==> src/rtl/rv32_issue_scoreboard_pkg.sv <==
// Shared types for the RV32 issue scoreboard.
//
// hazard_slot_t : one tracked post-decode pipeline slot {valid, rd, wb, is_load}
// fwd_sel_t     : forwarding source select (regfile, EX, MEM, WB)
// slot_to_fwd   : maps a slot index (0 = EX) to its forwarding select code
package rv32_types;

  localparam int RV32_REG_ADDR_W = 5;

  typedef struct packed {
    logic                       valid;
    logic [RV32_REG_ADDR_W-1:0] rd;
    logic                       wb;
    logic                       is_load;
  } hazard_slot_t;

  typedef enum logic [1:0] {
    FWD_RF  = 2'd0,
    FWD_EX  = 2'd1,
    FWD_MEM = 2'd2,
    FWD_WB  = 2'd3
  } fwd_sel_t;

  function automatic fwd_sel_t slot_to_fwd(input int idx);
    logic [1:0] code;
    code = 2'(idx + 1);
    return fwd_sel_t'(code);
  endfunction

endpackage

==> src/rtl/rv32_hazard_match.sv <==
// Compares one decode source register against every tracked slot.
//
// Ports:
//   slots   in  tracked slots, index 0 = EX (youngest)
//   rs      in  source register index
//   use_rs  in  source is actually read by the instruction
//   match   out per-slot match vector
//   fwd_sel out forwarding select of the youngest matching slot (FWD_RF if none)
module rv32_hazard_match
  import rv32_types::*;
#(
  parameter int PIPE_DEPTH = 3
) (
  input  hazard_slot_t [PIPE_DEPTH-1:0] slots,
  input  logic [RV32_REG_ADDR_W-1:0]    rs,
  input  logic                          use_rs,
  output logic [PIPE_DEPTH-1:0]         match,
  output fwd_sel_t                      fwd_sel
);

  always_comb begin
    match   = '0;
    fwd_sel = FWD_RF;
    for (int i = 0; i < PIPE_DEPTH; i++) begin
      // x0 is hard-wired zero, so it never creates a dependency.
      match[i] = slots[i].valid & slots[i].wb & (slots[i].rd != '0) &
                 (slots[i].rd == rs) & use_rs;
    end
    // Walk from oldest to youngest so the youngest match wins.
    for (int i = PIPE_DEPTH - 1; i >= 0; i--) begin
      if (match[i]) fwd_sel = slot_to_fwd(i);
    end
  end

endmodule

==> src/rtl/rv32_issue_scoreboard.sv <==
// Issue scoreboard between decode and execute.
//
// Tracks destination registers of in-flight instructions in a shadow pipeline
// (slot 0 = EX, 1 = MEM, 2 = WB), stalls decode on hazards or selects a
// forwarding source, and counts hazard-stall cycles (saturating).
//
// Build option: define RV32_ISSUE_BYPASS_EN to enable forwarding; only
// load-use in EX then stalls. Without it every match in any slot stalls and
// fwd_sel_* are tied to zero.
//
// Ports:
//   clk, rst        clock, synchronous active-high reset
//   id_valid/ready  decode handshake
//   id_rs1/rs2      source indices, id_use_rs = {rs2 used, rs1 used}
//   id_rd, id_register_wb, id_is_load  destination info of the decode instr
//   pipe_hold       downstream backpressure, freezes all slots
//   flush           taken branch in EX, kills the decode instruction
//   ex_issue        decode instruction enters EX at the next edge
//   fwd_sel_rs1/2   0 = regfile, 1 = EX, 2 = MEM, 3 = WB
//   stall_cycles    hazard-stall cycle count
//
// Handshake: decode holds id_valid with a stable instruction until it sees
// id_ready; id_ready high means the instruction leaves decode this cycle,
// either issued (ex_issue) or discarded by flush. id_ready does not depend on
// id_valid for the hold/flush terms, so decode may observe it at any time.
module rv32_issue_scoreboard
  import rv32_types::*;
#(
  parameter int PIPE_DEPTH = 3,
  parameter int REG_ADDR_W = 5
) (
  input  logic                  clk,
  input  logic                  rst,
  input  logic                  id_valid,
  output logic                  id_ready,
  input  logic [REG_ADDR_W-1:0] id_rs1,
  input  logic [REG_ADDR_W-1:0] id_rs2,
  input  logic [1:0]            id_use_rs,
  input  logic [REG_ADDR_W-1:0] id_rd,
  input  logic                  id_register_wb,
  input  logic                  id_is_load,
  input  logic                  pipe_hold,
  input  logic                  flush,
  output logic                  ex_issue,
  output logic [1:0]            fwd_sel_rs1,
  output logic [1:0]            fwd_sel_rs2,
  output logic [31:0]           stall_cycles
);

  hazard_slot_t [PIPE_DEPTH-1:0] slot_q, slot_d;
  logic [31:0]                   stall_cycles_q, stall_cycles_d;

  logic [PIPE_DEPTH-1:0] match_rs1, match_rs2;
  fwd_sel_t              fwd_rs1, fwd_rs2;
  logic                  hazard, stall;

  rv32_hazard_match #(.PIPE_DEPTH(PIPE_DEPTH)) u_match_rs1 (
    .slots   (slot_q),
    .rs      (id_rs1),
    .use_rs  (id_use_rs[0]),
    .match   (match_rs1),
    .fwd_sel (fwd_rs1)
  );

  rv32_hazard_match #(.PIPE_DEPTH(PIPE_DEPTH)) u_match_rs2 (
    .slots   (slot_q),
    .rs      (id_rs2),
    .use_rs  (id_use_rs[1]),
    .match   (match_rs2),
    .fwd_sel (fwd_rs2)
  );

`ifdef RV32_ISSUE_BYPASS_EN
  // A load result is only available after MEM, so a consumer right behind it
  // waits one bubble; everything else is forwarded.
  logic unused_match;
  assign unused_match = ^{match_rs1, match_rs2};
  assign hazard      = (match_rs1[0] | match_rs2[0]) & slot_q[0].is_load;
  assign fwd_sel_rs1 = fwd_rs1;
  assign fwd_sel_rs2 = fwd_rs2;
`else
  // Without bypass the consumer waits until the producer has left WB, since
  // the regfile is written on the WB edge.
  logic unused_fwd;
  assign unused_fwd  = ^{fwd_rs1, fwd_rs2};
  assign hazard      = (|match_rs1) | (|match_rs2);
  assign fwd_sel_rs1 = 2'd0;
  assign fwd_sel_rs2 = 2'd0;
`endif

  // Flush wins over stall: the killed instruction need not wait for operands.
  assign stall        = id_valid & hazard & ~flush;
  assign id_ready     = flush | (~stall & ~pipe_hold);
  assign ex_issue     = id_valid & ~flush & ~stall & ~pipe_hold;
  assign stall_cycles = stall_cycles_q;

  always_comb begin
    slot_d         = slot_q;
    stall_cycles_d = stall_cycles_q;
    if (!pipe_hold) begin
      for (int i = PIPE_DEPTH - 1; i > 0; i--) begin
        slot_d[i] = slot_q[i-1];
      end
      slot_d[0] = '0;
      if (ex_issue) begin
        slot_d[0].valid   = 1'b1;
        slot_d[0].rd      = id_rd;
        slot_d[0].wb      = id_register_wb;
        slot_d[0].is_load = id_is_load;
      end
    end
    if (stall && !pipe_hold && (stall_cycles_q != 32'hFFFF_FFFF)) begin
      stall_cycles_d = stall_cycles_q + 32'd1;
    end
  end

  always_ff @(posedge clk) begin
    if (rst) begin
      slot_q         <= '0;
      stall_cycles_q <= '0;
    end else begin
      slot_q         <= slot_d;
      stall_cycles_q <= stall_cycles_d;
    end
  end

endmodule

==> config.mk <==
export PLATFORM = sky130hd
export DESIGN_NAME = rv32_issue_scoreboard
export DESIGN_NICKNAME = d
export VERILOG_FILES = /design/src/rtl/rv32_issue_scoreboard_pkg.sv /design/src/rtl/rv32_hazard_match.sv /design/src/rtl/rv32_issue_scoreboard.sv
export SDC_FILE = /design/constraint.sdc
export NUM_CORES = 1
export LEC_CHECK = 0
export BUFFER_PORTS_ARGS = -buffer_cell sky130_fd_sc_hd__buf_2
export CORE_MARGIN = 3
export CORE_UTILIZATION = 50
export CTS_CLUSTER_DIAMETER = 60
export DETAILED_ROUTE_END_ITERATION = 16
export GPL_TIMING_DRIVEN = 0
export PLACE_DENSITY = 0.74
export SYNTH_ARGS = -nofsm -noshare
export SYNTH_HDL_FRONTEND = slang
export SYNTH_HIERARCHICAL = 1
export SYNTH_SLANG_ARGS = --single-unit
==> constraint.sdc <==
create_clock -name clk -period 5.4 [get_ports clk]
set_input_delay 1.08 -clock clk [delete_from_list [all_inputs] [get_ports clk]]
set_output_delay 1.08 -clock clk [all_outputs]
set_load 0.02 [all_outputs]
==> summary.txt <==
outcome: finished, final reports clean
worst path cell trace: buf_4 -> nor4_1 -> or3_1 -> a211o_1 -> clkinv_1 -> nor4_1 -> nand2_1 -> nor2_1 -> buf_2
Worst Hold Class: reg2reg
hpwl dp: 5140 µm
Core Region: 5610 µm²
largest delay contributor family on the critical path: simple AND/OR/NAND/NOR gates
RSZ-0062 raised after global routing: no
max-cap violations: 0
number of global-route vias before repair: 2448
drt drc: 0
kind of critical path: in2out
Post-Route Utilization: 0.606
initial antenna violation count: 0
CP Launch Point: id_rs1[0]
# setup viols final: 0
WHS: 0.511 ns
average footprint of a synthesized cell: 8.68 µm²
WL/cell: 14.8 µm
clk_lat worst skew: 0.31 ns
Root Buffer: clkbuf_8
Leak Pwr: 1.26 nW
Max FO, Critical Path: 8
Register-to-Register Path Depth: 8
most frequent cells in the layout: dfxtp_1, buf_2, nor2_1
H-Tree Depth: 2
mapped cell area: 2940 µm²
min Tclk post-route: 4.40 ns
clock-pin slew on the worst setup and hold paths: 0.09 ns
Inserted Clock Buffers: 5
number of port buffers: 51
die width: 82.6 µm
CP Capture Point: ex_issue
# Post-CTS Setup Buffers: 0
starting density of the core: 0.523
CP bufs+invs: 3
FP Rows: 27
startpoint class of the critical path: input pin
Hold Vio Cnt, Final: 0
synth warn: 6
total number of cells along the worst setup path: 9
Slew HR: 0.563
Antenna Nets Post-Route: 0
Fmax: 0.227 GHz
CP max-delay cell: nor2_1
Sink Count: 53
PD cells: 212 nW/µm²
first-pass GRT wire length: 11400 µm
Worst R2R Start: slot_q[6]
total congestion overflow: 0
Vias: 2731
drt first pass iters: 4
cells after synthesis: 338
total negative slack: 0 ns
largest net degree at the start of global routing: 16
worst slew pin tran: 0.656 ns
CP required: 4.32 ns
die boundary height: 82.6 µm
Most common cell on crit path: nor4_1
Die Area: 6830 µm²
I/O pins: 62
slowest stage delay, CP: 0.50 ns
Critical Path Sink Type: primary output
skew final: 0.00841 ns
hold-fix buffer count after cts: 0
CTS tree: done
capturing point of the worst reg2reg path: stall_cycles[31]
overall routed net length: 6970 µm
Final period util: 0.814
Worst R2R Setup Slack: 2.75 ns
Slew Viols, Final: 0
worst-case clock buffer depth: 2
area of the multi-input gates: 1700 µm²
Peak VDD IR: 0.140 mV
most common cell after layout, fill and taps aside: dfxtp_1
# diodes: 0
Via density: 5.80
nets@finish: 424
Total GRT Usage: 0.213
Starting DRT DRC Count: 132
area delta synth->final: 15.7%
Worst EP arrival: 3.32 ns
layout cells sized above 1: 0.216
hold path cells: 2
filler instances: 539
Final Wtd Congestion: 0.855
Resized Gates After CTS: 0
Register Area: 1060 µm²
## power by group
part | internal, mW | total (mW) | switching [mW]
combinational | 0.0265 | 0.0605 | 0.0339
sequential | 0.393 | 0.396 | 0.00298
clock | 0.135 | 0.264 | 0.130
total | 0.554 | 0.721 | 0.166
## cell type report
| type | count | area share |
|---|---|---|
| multi-input cells | 256 | 0.500 |
| flip-flops and latches | 53 | 0.312 |
| clock inverters | 2 | 0.0103 |
| plain buffers | 22 | 0.0442 |
| inverters | 10 | 0.0111 |
| clock buffers | 5 | 0.0203 |
| well taps | 72 | 0.0265 |
| repair buffers | 51 | 0.0752 |
## registers in the layout, indices dropped and copies added (netlist names)
name,count
slot_q,21
stall_cycles,32
## per-layer routing
metal	vias up	share of wire	wire length, µm	global-route usage
met1	1309	0.46	3200	0.278
met4	0	0.013	89	0.0637
met3	8	0.055	380	0.0477
met2	68	0.47	3300	0.349
li1	1346	-	-	-
met5	-	0	0	0
## worst min-delay path by stage
stage / from / endpoint
6_report: stall_cycles[7] / stall_cycles[7]
5_1_grt: stall_cycles[14] / stall_cycles[14]
4_1_cts: stall_cycles[7] / stall_cycles[7]
3_5_place_dp: stall_cycles[7] / stall_cycles[7]
3_3_place_gp: stall_cycles[7] / stall_cycles[7]
2_1_floorplan: slot_q[17] / slot_q[17]
## worst register-to-register path: cells and delay by family (launching register included)
family | cells | cell delay, ns
compound gates | 3 | 0.75
mux | 1 | 0.33
simple gates | 3 | 0.91
buf+inv | 1 | 0.19
flops | 1 | 0.37
## through the flow
step / setup slack [ns] / std cells / cell area (µm²) / total power [mW]
global route: 0.845 / 471 / 3400 / 0.748
CTS: 1.05 / 471 / 3400 / 0.726
detailed placement: 1.06 / 464 / 3290 / 0.465
floorplan: 1.48 / 341 / 2950 / 0.446
global placement: 1.08 / 464 / 3290 / 0.464
finish: 1.00 / 471 / 3400 / 0.721
No activity file was read; power rests on OpenSTA's default activity.
